## config.mk

```make
export PLATFORM = sky130hd
export DESIGN_NAME = rr_capture_arbiter
export DESIGN_NICKNAME = d
export VERILOG_FILES = /design/src/rtl/rr_capture_arbiter_pkg.sv /design/src/rtl/rr_capture_arbiter_pick.sv /design/src/rtl/rr_capture_arbiter.sv
export SDC_FILE = /design/constraint.sdc
export NUM_CORES = 1
export LEC_CHECK = 0
export ABC_AREA = 1
export BUFFER_PORTS_ARGS = -buffer_cell sky130_fd_sc_hd__buf_2
export CORE_UTILIZATION = 52
export DETAILED_ROUTE_END_ITERATION = 10
export GPL_TIMING_DRIVEN = 0
export PLACE_DENSITY = 0.81
export SYNTH_ARGS = -nofsm -noshare
export SYNTH_HDL_FRONTEND = slang
export SYNTH_SLANG_ARGS = --single-unit
```

## constraint.sdc

```tcl
create_clock -name i_clk -period 2.3 [get_ports i_clk]
set_input_delay 0.23 -clock i_clk [delete_from_list [all_inputs] [get_ports i_clk]]
set_output_delay 0.23 -clock i_clk [all_outputs]
set_load 0.01 [all_outputs]
```

## src/rtl/rr_capture_arbiter_pkg.sv

```systemverilog
// rr_capture_arbiter_pkg: shared types, defaults and helpers for the capture arbiter
package rr_capture_arbiter_pkg;

    typedef enum logic {EMPTY, FULL} state_t;

    localparam int DEF_N         = 4;
    localparam int DEF_DATA_W    = 8;
    localparam int DEF_MAX_BURST = 4;

    // Ceiling log2; clog2(1) is 0.
    function automatic int clog2(input int v);
        int r;
        r = 0;
        while ((1 << r) < v) r++;
        return r;
    endfunction

endpackage

```

## src/rtl/rr_capture_arbiter_pick.sv

```systemverilog
// rr_pick: combinational round-robin search for the first request at or above a pointer
module rr_pick #(
    parameter int N     = 4,
    parameter int SRC_W = 2
) (
    input  logic [N-1:0]     i_req,
    input  logic [SRC_W-1:0] i_ptr,
    output logic [N-1:0]     o_onehot,
    output logic [SRC_W-1:0] o_idx
);

    // Walk upward from the pointer, wrapping at N-1, and keep the first hit.
    always_comb begin : search
        int   j;
        logic found;
        o_onehot = '0;
        o_idx    = '0;
        found    = 1'b0;
        j        = 0;
        for (int k = 0; k < N; k++) begin
            j = int'(i_ptr) + k;
            if (j >= N) j = j - N;
            if (!found && i_req[j]) begin
                found       = 1'b1;
                o_idx       = SRC_W'(j);
                o_onehot[j] = 1'b1;
            end
        end
    end

endmodule

```

## src/rtl/rr_capture_arbiter.sv

```systemverilog
// rr_capture_arbiter: round-robin arbiter with burst lock feeding one shared capture register
module rr_capture_arbiter
    import rr_capture_arbiter_pkg::*;
#(
    parameter int N         = DEF_N,
    parameter int DATA_W    = DEF_DATA_W,
    parameter int MAX_BURST = DEF_MAX_BURST,
    parameter int SRC_W     = 2
) (
    input  logic              i_clk,
    input  logic              i_rstn,
    input  logic [N-1:0]      i_req,
    input  logic [N-1:0]      i_lock,
    input  logic [N*DATA_W-1:0] i_req_data,
    output logic [N-1:0]      o_gnt,
    output logic [DATA_W-1:0] o_q,
    output logic [SRC_W-1:0]  o_q_src,
    output logic              o_q_valid,
    input  logic              i_q_ready
);

    localparam int CNT_W = clog2(MAX_BURST + 1);

    state_t            r_state;
    logic [DATA_W-1:0] r_q;
    logic [SRC_W-1:0]  r_src;
    logic [N-1:0]      r_gnt;
    logic [SRC_W-1:0]  r_ptr;
    logic [CNT_W-1:0]  r_cnt;
    logic [SRC_W-1:0]  r_owner;
    logic              r_owner_vld;

    logic [N-1:0]      w_pick_oh;
    logic [SRC_W-1:0]  w_pick_idx;
    logic              w_load;
    logic              w_lock_hit;
    logic [SRC_W-1:0]  w_win;
    logic [N-1:0]      w_win_oh;
    logic [SRC_W-1:0]  w_ptr_nxt;

    rr_pick #(.N(N), .SRC_W(SRC_W)) u_pick (
        .i_req    (i_req),
        .i_ptr    (r_ptr),
        .o_onehot (w_pick_oh),
        .o_idx    (w_pick_idx)
    );

    // Capture when someone asks and the register is free or being drained this cycle;
    // the owner keeps priority while locked and under its burst budget.
    always_comb begin
        w_load     = (|i_req) && (r_state == EMPTY || i_q_ready);
        w_lock_hit = r_owner_vld && i_req[r_owner] && i_lock[r_owner]
                     && (r_cnt < CNT_W'(MAX_BURST));
        w_win      = w_lock_hit ? r_owner : w_pick_idx;
        w_win_oh   = w_lock_hit ? (N'(1) << r_owner) : w_pick_oh;
        w_ptr_nxt  = (w_win == SRC_W'(N - 1)) ? '0 : w_win + 1'b1;
    end

    // FSM plus capture register, grant pulse, pointer and burst tracking.
    always_ff @(posedge i_clk or negedge i_rstn) begin
        if (!i_rstn) begin
            r_state     <= EMPTY;
            r_q         <= '0;
            r_src       <= '0;
            r_gnt       <= '0;
            r_ptr       <= '0;
            r_cnt       <= '0;
            r_owner     <= '0;
            r_owner_vld <= 1'b0;
        end else begin
            r_gnt <= w_load ? w_win_oh : '0;
            if (w_load) begin
                r_state <= FULL;
                r_q     <= i_req_data[int'(w_win)*DATA_W +: DATA_W];
                r_src   <= w_win;
                r_ptr   <= w_ptr_nxt;
                if (w_lock_hit) begin
                    r_cnt <= r_cnt + 1'b1;
                end else begin
                    r_cnt       <= CNT_W'(1);
                    r_owner     <= w_win;
                    r_owner_vld <= 1'b1;
                end
            end else if (r_state == FULL && i_q_ready) begin
                r_state <= EMPTY;
            end
        end
    end

    assign o_q       = r_q;
    assign o_q_src   = r_src;
    assign o_q_valid = (r_state == FULL);
    assign o_gnt     = r_gnt;

endmodule

```

After elaboration in Yosys (flattened, before gate mapping)
Index checks and enable logic that the tools add are counted.

Add/sub/neg operators: 9. $lt $le $gt $ge: 14. Equal/unequal tests: 1. Shift-type cells: 2. Multiplexer cells: 46. Bitwise gates (word level): 5. Reductions and logical operators: 19.

Operator list (number): >= comparator 32 x 1 -> 1 bit (second input constant) (4); < comparator 32 x 4 -> 1 bit (second input constant) (4); 2-to-1 mux 32 bit (4); >= comparator 32 x 4 -> 1 bit (second input constant) (3); subtractor 32 x 4 -> 32 bit (second input constant) (3); indexed part select 32 x 6 -> 8 bit (1); 2-to-1 mux 4 bit (6); 2-to-1 mux 1 bit (19); binary-select mux 1 bit (select 2 bit) (6); logical AND 1 bit (12); 2-to-1 mux 2 bit (6); bitwise OR 4 bit (3); demux 1 bit (select 2 bit) (4); adder 2 x 2 -> 3 bit (second input constant) (2); OR reduction 4 bit (1); << shifter 1 x 2 -> 4 bit (first input constant) (1); subtractor 2 x 3 -> 4 bit (second input constant) (1); adder 2 x 1 -> 3 bit (second input constant) (1); adder 3 x 1 -> 3 bit (second input constant) (1); >= comparator 2 x 3 -> 1 bit (second input constant) (1); logical NOT 1 bit (3); < comparator 2 x 3 -> 1 bit (second input constant) (1); < comparator 3 bit (second input constant) (1); 2-to-1 mux 3 bit (1); 6 further kinds (7).

Register bits: 23. Input port bits: 43.

Longest topological paths before layout
Gate-level depths: netlist (run 1).

Word-level depth: 18. Mapped depth: 16. Mapped depth without buffers: 14.

Hierarchy
From an unflattened synthesis (run 1), not the netlist that was laid out.

Cell total of the unflattened synthesis: 289. Area, all modules: 2130.8 sq um.

By module, submodules not included: rr_capture_arbiter (times used 1, cells an instance 204, area each 1577.8 sq um); rr_pick (times used 1, cells an instance 85, area each 553.0 sq um).

Worst setup path after synthesis (run 1)
No wires, ideal clock.

Path kind: flip-flop to flip-flop. Start point: register r_ptr[0]. End point: register r_q[4], in the netlist o_q[4]. Arrival: 1.871 ns. Required time: 2.176 ns. Slack: 0.304 ns. Cell stages (with the launch flop): 15. Buffers on the path: 2. Path through: dfrtp_1 buf_6 inv_8 ha_1 inv_1 nand3_1 nand2_2 nor2_4 nand2_2 nand3_4 nand3_4 buf_6 nand3_1 nand3_1 nand3_1.

Longest elaborated chain between the ends: 17. Elaborated cells on any way between the ends: 42. Classes of those cells: 7 x add/sub; 4 x order compare; 1 x shift; 24 x mux; 6 x reduce/logical.

RTL lines: start, declared (line rr_capture_arbiter.sv:28) `logic [SRC_W-1:0] r_ptr;`; start signal, assigned (line rr_capture_arbiter.sv:76) `r_ptr <= w_ptr_nxt;`; branches (longest 14 deep; another with subtractor 32 x 4 -> 32 bit); 2-to-1 mux 2 bit * (line rr_capture_arbiter_pick.sv:23) `if (!found && i_req[j]) begin`; 2-to-1 mux 2 bit * (line rr_capture_arbiter.sv:54) `w_win = w_lock_hit ? r_owner : w_pick_idx;`; indexed part select 32 x 6 -> 8 bit * (line rr_capture_arbiter.sv:74) `r_q <= i_req_data[int'(w_win)*DATA_W +: DATA_W];`; end signal, assigned (line rr_capture_arbiter.sv:74); end, declared (line rr_capture_arbiter.sv:25) `logic [DATA_W-1:0] r_q;`.

Mark *: on every way between the ends. The select of a mux whose other input is x is not followed. A chain may end at the register's enable or synchronous reset.

Worst setup path in the final report (run 1)
Start point: register r_ptr[0]. End point: register r_q[1], in the netlist o_q[1].

The elaborated chain is that of the path after synthesis.

==> flow_summary.yaml, run 1 <==
floorplan:
  start_util_pct: 55.8
  dieArea_um2: 3940
  coreArea_um2: 3440
  die_h_um: 62.8
  dieWidth_um: 62.8
  ios: 58
  rows: 21
critical_path:
  crit_top_cell: "nand3_1"
  rr_worst_depth: 15
  crit_chain: "buf_6, inv_8, ha_1, inv_2, nand3_1, nand2_2, nor2_4, nand2_2, nand3_4, nand2_4, nand2_4, buf_6, nand3b_1, nand3_1, nand3_1"
  startpoint_type: "flip-flop"
  critical_path_buf_inv_count: 4
  cp.arrival_ns: 2.33
  cp.required_ns: 2.45
  critical_path_class: "reg2reg"
  worst_path_max_delay_cell: "dfrtp_1"
  path_delay_family: "simple AND/OR/NAND/NOR gates"
  max_stage_delay_ns: 0.37
  reg2reg_slack_ns: 0.11
  endpoint_kind: "flip-flop"
  reg2reg_to: "o_q[1]"
  critPathMaxFanout: 10
  regToRegStartpoint: "r_ptr[0]"
global_route:
  grt_pass1_wl_mm: 8.07
  antenna_found_initial: 0
  grt.total_usage_pct: 25.4
  grt_overflow: 0
  grt_max_degree: 24
  grt_pass1_vias: 1909
logic_synthesis:
  ys_top_cells_by_area: "dfrtp_1 (30%), nand3_1 (17%), nand2_1 (8.6%), inv_1 (8.2%), nand2_2 (4.2%)"
  syn-cell-area_um2: 1920
  synth-warning-count: 0
  yosys.area.top_type_share_pct: 30.0
  ys_ff_latch: 23
  avgSynthCellArea_um2: 7.25
  yosysUniqueCellTypes: 36
  syn-num-nets: 313
  ys_seq_area_share_pct: 30.0
  yosysTopAreaCell: "dfrtp_1"
  synth_cells: 265
routing:
  wire_per_inst_um: 12.6
  avgViaCountPerCell: 5.30
  route.top_layer_used: "met4"
  drcViolationCount: 0
  firstDrtPassIters: 4
  first_iter_violations: 179
  dr_wl_met3_um: 170
  route.met2.wl_mm: 2.41
  wl_met1_mm: 2.14
  drt_wl_total_mm: 4.78
  ant_nets: 0
  vias: 2004
run_status:
  status: "complete, no violations"
hold_path:
  holdCritStartpoint: "i_q_ready"
  holdPathEnd: "o_q_valid"
  hold_depth: 4
  hold_class: "in2reg"
layout:
  fillers: 312
  nets: 381
  area_growth_pct: 23.1
  layout-drive-gt1-share_pct: 33.7
  diodes: 0
  stdcell_area_um2: 2360
  layout.cells.non_filler: 378
sta:
  worst_pin_slew_ns: 0.520
  fin_skew_ns: 0.00207
  fin_ws_ns: 0.114
  hold_viol_final: 0
  setup_viol: 0
  min_period_ns: 2.19
  fin_crit_sh_pct: 95.0
  fmax_mhz: 457
  relSlewSlack_pct: 65.3
  slew_viol_final: 0
placement:
  dp_hpwl_mm: 3.65
  placed_area_um2: 2260
  pre_cts_slack_ns: 0.0560
  place_inst: 368
  io_buffers: 57
  gp_congestion: 0.880
clock_network:
  numCtsBuffers: 3
  root_buffer: "clkbuf_8"
  insertion_delay_ns: 0.26
  h-tree-depth: 1
  cts_buffer_depth: 2
  clk_pin_slew_ns: 0.08
  tritoncts: "done"
  cts_sinks: 23
power_and_ir_drop:
  power_mw: 3.68
  peakVddDrop_mv: 0.865
  leakagePower_nw: 1.30
  power_density_nw_per_um2: 1560
job:
  maxCapViolCount: 0
==> layer usage <==
metal,global-route usage [%],vias to the layer above
met4,7.27,0
met5,0,-
li1,-,1008
met2,44.7,56
met3,4.01,8
met1,31.7,932
==> worst reg2reg max path, stage by stage, from the launching register on <==
cell and delay [ns]:
dfrtp_1 0.37, buf_6 0.15, inv_8 0.05, ha_1 0.36, inv_2 0.08, nand3_1 0.09
nand2_2 0.09, nor2_4 0.13, nand2_2 0.10, nand3_4 0.10, nand2_4 0.07, nand2_4 0.10
buf_6 0.15, nand3b_1 0.09, nand3_1 0.08, nand3_1 0.08
==> cells by family after synthesis <==
kind of cell | Yosys count | share of synthesized area, %
AND/OR/NAND/NOR | 151 | 43.8
buffers and inverters | 57 | 13.4
AO/OA/AOI/OAI | 28 | 8.99
flip-flops | 23 | 30.0
adder cells (fa/ha/maj) | 5 | 3.26
multiplexers | 1 | 0.586
==> through the flow <==
stage,hold slack (ns),util [%],setup TNS [ns]
3_3_place_gp,0.225,65.8,0
2_1_floorplan,-0.0656,-,0
3_5_place_dp,0.232,65.8,0
5_1_grt,0.243,68.7,-0.0282
4_1_cts,0.206,67.4,0
6_report,0.205,68.7,0
==> what timing repair did <==
| action | in CTS | in global routing |
|---|---|---|
| resized for setup | 0 | 3 |
| hold buffers | 1 | 0 |
| setup endpoints to repair | 0 | 10 |
| hold endpoints to repair | 23 | 0 |
| buffers inserted | 0 | 4 |
==> placed cells by master (no fill, tap or decap), types with 2 or more instances in the layout <==
cell / n
nand3_1: 64
buf_2: 58
nand2_1: 43
inv_1: 41
dfrtp_1: 23
nand2_2: 14
o21ai_0: 11
nand3b_1: 8
a21oi_1: 7
inv_2: 6
nand2_4: 6
buf_4: 6
nor2_1: 5
ha_1: 5
buf_6: 3
nand3_4: 3
nor2_4: 3
clkbuf_8: 3
nand4_2: 2
o31ai_1: 2
==> final cells by class <==
class	count	area, µm²	area share, %
clock inverters	1	5.00	0.212
repair buffers	62	325	13.8
clock buffers	3	41.3	1.75
plain buffers	7	57.6	2.44
inverters	50	200	8.47
flip-flops and latches	23	576	24.4
multi-input cells	186	1100	46.6
well taps	46	57.6	2.44
==> flip-flops by register name, summed over array words and instances (netlist names) <==
| register | count |
|---|---|
| o_q_src | 2 |
| r_owner | 2 |
| o_gnt | 4 |
| r_cnt | 3 |
| r_owner_vld | 1 |
| r_ptr | 2 |
| o_q | 8 |
| o_q_valid | 1 |
==> how the worst max path moves through the flow <==
stage | cells past startpoint | end | slack (ns) | start
2_1_floorplan | 14 | o_q[4] | 0.30 | r_ptr[0]
3_3_place_gp | 13 | o_q[3] | 0.1 | r_ptr[0]
3_5_place_dp | 15 | o_q[3] | 0.06 | r_ptr[0]
4_1_cts | 15 | o_q[3] | 0.04 | r_ptr[0]
5_1_grt | 14 | o_q[1] | -0.02 | r_ptr[1]
6_report | 15 | o_q[1] | 0.11 | r_ptr[0]
==> power breakdown <==
part / switching (mW) / internal, mW
logic: 1.72 / 1.02
registers: 0.103 / 0.575
clock network: 0.132 / 0.121
==> Yosys cell counts <==
| library cell | count |
|---|---|
| a21boi_1 | 1 |
| a21oi_1 | 7 |
| a21oi_2 | 1 |
| a21oi_4 | 1 |
| a22oi_1 | 1 |
| a31oi_1 | 1 |
| buf_2 | 1 |
| buf_4 | 2 |
| buf_6 | 3 |
| clkbuf_1 | 1 |
| clkinv_1 | 1 |
| dfrtp_1 | 23 |
| ha_1 | 5 |
| inv_1 | 42 |
| inv_2 | 5 |
| inv_6 | 1 |
| inv_8 | 1 |
| mux2_2 | 1 |
| nand2_1 | 44 |
| nand2_2 | 13 |
| nand2_4 | 6 |
| nand3_1 | 64 |
| nand3_2 | 1 |
| nand3_4 | 3 |
| nand3b_1 | 8 |
| nand4_1 | 1 |
| nand4_2 | 2 |
| nor2_1 | 5 |
| nor2_4 | 2 |
| nor3_1 | 1 |
| nor4_1 | 1 |
| o21a_1 | 1 |
| o21ai_0 | 11 |
| o21ai_1 | 1 |
| o21ai_2 | 1 |
| o31ai_1 | 2 |
No activity file was read; power rests on OpenSTA's default activity.
==> inputs of run 2 (changes only) <==
--- a/config.mk
+++ b/config.mk
@@ -10,6 +10,7 @@
 export CORE_UTILIZATION = 52
 export DETAILED_ROUTE_END_ITERATION = 10
 export GPL_TIMING_DRIVEN = 0
+export MAX_ROUTING_LAYER = met4
 export PLACE_DENSITY = 0.81
 export SYNTH_ARGS = -nofsm -noshare
 export SYNTH_HDL_FRONTEND = slang
==> run 2 against run 1 <==
  * Hold slack hardly changed
  * Routed wire length hardly changed
  * Via count stayed put
  * Highest routed layer unchanged
==> flow_summary.yaml, run 2 (synthesis gave the netlist of run 1 again) <==
run_status:
  status: "complete, no violations"
floorplan:
  rows: 21
  ios: 58
  die_h_um: 62.8
  start_util_pct: 55.8
  coreArea_um2: 3440
  dieWidth_um: 62.8
  dieArea_um2: 3940
clock_network:
  h-tree-depth: 1
  insertion_delay_ns: 0.26
  clk_pin_slew_ns: 0.08
  numCtsBuffers: 3
  cts_buffer_depth: 2
  root_buffer: "clkbuf_8"
  cts_sinks: 23
  tritoncts: "done"
routing:
  firstDrtPassIters: 4
  drt_wl_total_mm: 4.78
  first_iter_violations: 174
  drcViolationCount: 0
  ant_nets: 0
  vias: 2004
  avgViaCountPerCell: 5.30
  wire_per_inst_um: 12.6
critical_path:
  max_stage_delay_ns: 0.37
  endpoint_kind: "flip-flop"
  cp.arrival_ns: 2.33
  path_delay_family: "simple AND/OR/NAND/NOR gates"
  reg2reg_to: "o_q[1]"
  setup.worst_path.start: "r_ptr[0]"
  worst_path_max_delay_cell: "dfrtp_1"
  cp.required_ns: 2.45
  critPathMaxFanout: 10
  critical_path_class: "reg2reg"
  crit_chain: "buf_6, inv_8, ha_1, inv_2, nand3_1, nand2_2, nor2_4, nand2_2, nand3_4, nand2_4, nand2_4, buf_6, nand3b_1, nand3_1, nand3_1"
  reg2reg_slack_ns: 0.11
  rr_worst_depth: 15
  startpoint_type: "flip-flop"
  regToRegStartpoint: "r_ptr[0]"
  critical_path_buf_inv_count: 4
  crit_top_cell: "nand3_1"
placement:
  dp_hpwl_mm: 3.65
  placed_area_um2: 2260
  gp_congestion: 0.895
  io_buffers: 57
layout:
  diodes: 0
  fillers: 312
  layout-drive-gt1-share_pct: 33.7
  area_growth_pct: 23.1
  layout_commonest_cell: "nand3_1"
  final_cell_mix: "nand3_1 (64), buf_2 (58), nand2_1 (43)"
  stdcell_area_um2: 2360
  nets: 381
  largest_reg_flops: 8
sta:
  slew_viol_final: 0
  worst_pin_slew_ns: 0.520
  hold_viol_final: 0
  relSlewSlack_pct: 65.3
  fmax_mhz: 457
  fin_crit_sh_pct: 95.1
  tns_ns: 0
  min_period_ns: 2.19
  fin_skew_ns: 0.00214
  setup_viol: 0
global_route:
  grt_pass1_vias: 1907
  grt_pass1_wl_mm: 8.08
  grt_overflow: 0
  grt.total_usage_pct: 26.1
  grt_max_degree: 24
  antenna_found_initial: 0
hold_path:
  hold_class: "in2reg"
  holdPathEnd: "o_q_valid"
  hold_depth: 4
  holdCritStartpoint: "i_q_ready"
power_and_ir_drop:
  power_density_nw_per_um2: 1550
  leakagePower_nw: 1.30
  peakVddDrop_mv: 0.864
job:
  maxCapViolCount: 0
-- run 2: cell counts in the layout (fill, tap and decap cells not counted) --
No cell type changed its count.
-- run 2: per-stage QoR --
step,setup WS [ns],util (%),hold slack (ns),power (mW),cells
after global placement,0.0988,65.8,0.225,3.22,368
after floorplan,0.304,-,-0.0656,2.72,265
after CTS,0.0424,67.4,0.206,3.55,373
after global routing,-0.0209,68.7,0.243,3.99,378
after detailed placement,0.0560,65.8,0.232,3.28,368
final,0.114,68.7,0.206,3.68,378
-- run 2: layer usage --
metal	global-route usage [%]	share of wire (%)	routed length, µm	vias to the layer above
met2	44.7	50	2410	56
li1	-	-	-	1008
met4	7.27	1.3	63	0
met3	4.01	3.6	171	8
met5	-	0	0	-
met1	31.7	45	2140	932
-- run 2: where the power goes --
group          leakage, nW  internal (mW)  switching (mW)
sequential           0.279          0.575           0.103
combinational        0.996           1.02            1.72
clock               0.0255          0.121           0.132
total                 1.30           1.72            1.96
-- run 2: what timing repair did --
item,in CTS,in global routing
setup buffers,0,4
setup endpoints to repair,0,10
resized for setup,0,3
hold buffers,1,0
hold endpoints to repair,23,0
-- run 2: worst max-delay path by stage --
stage,cells after the start,end,slack [ns]
floorplan,14,o_q[4],0.30
global placement,13,o_q[3],0.1
detailed placement,15,o_q[3],0.06
CTS,15,o_q[3],0.04
global route,14,o_q[1],-0.02
finish,15,o_q[1],0.11
-- run 2: final cells by class --
cell class | instances | area (µm²) | share of cell area, %
buffer | 7 | 57.6 | 2.44
inverter | 50 | 200 | 8.47
timing repair buffer | 62 | 325 | 13.8
clock buffer | 3 | 41.3 | 1.75
clock inverter | 1 | 5.00 | 0.212
multi-input combinational | 186 | 1100 | 46.6
sequential | 23 | 576 | 24.4
tap | 46 | 57.6 | 2.44
-- run 2: worst min-delay path: stages --
cell     delay [ns]
buf_2          0.07
inv_1          0.04
nand2_1        0.05
nand2_1        0.05
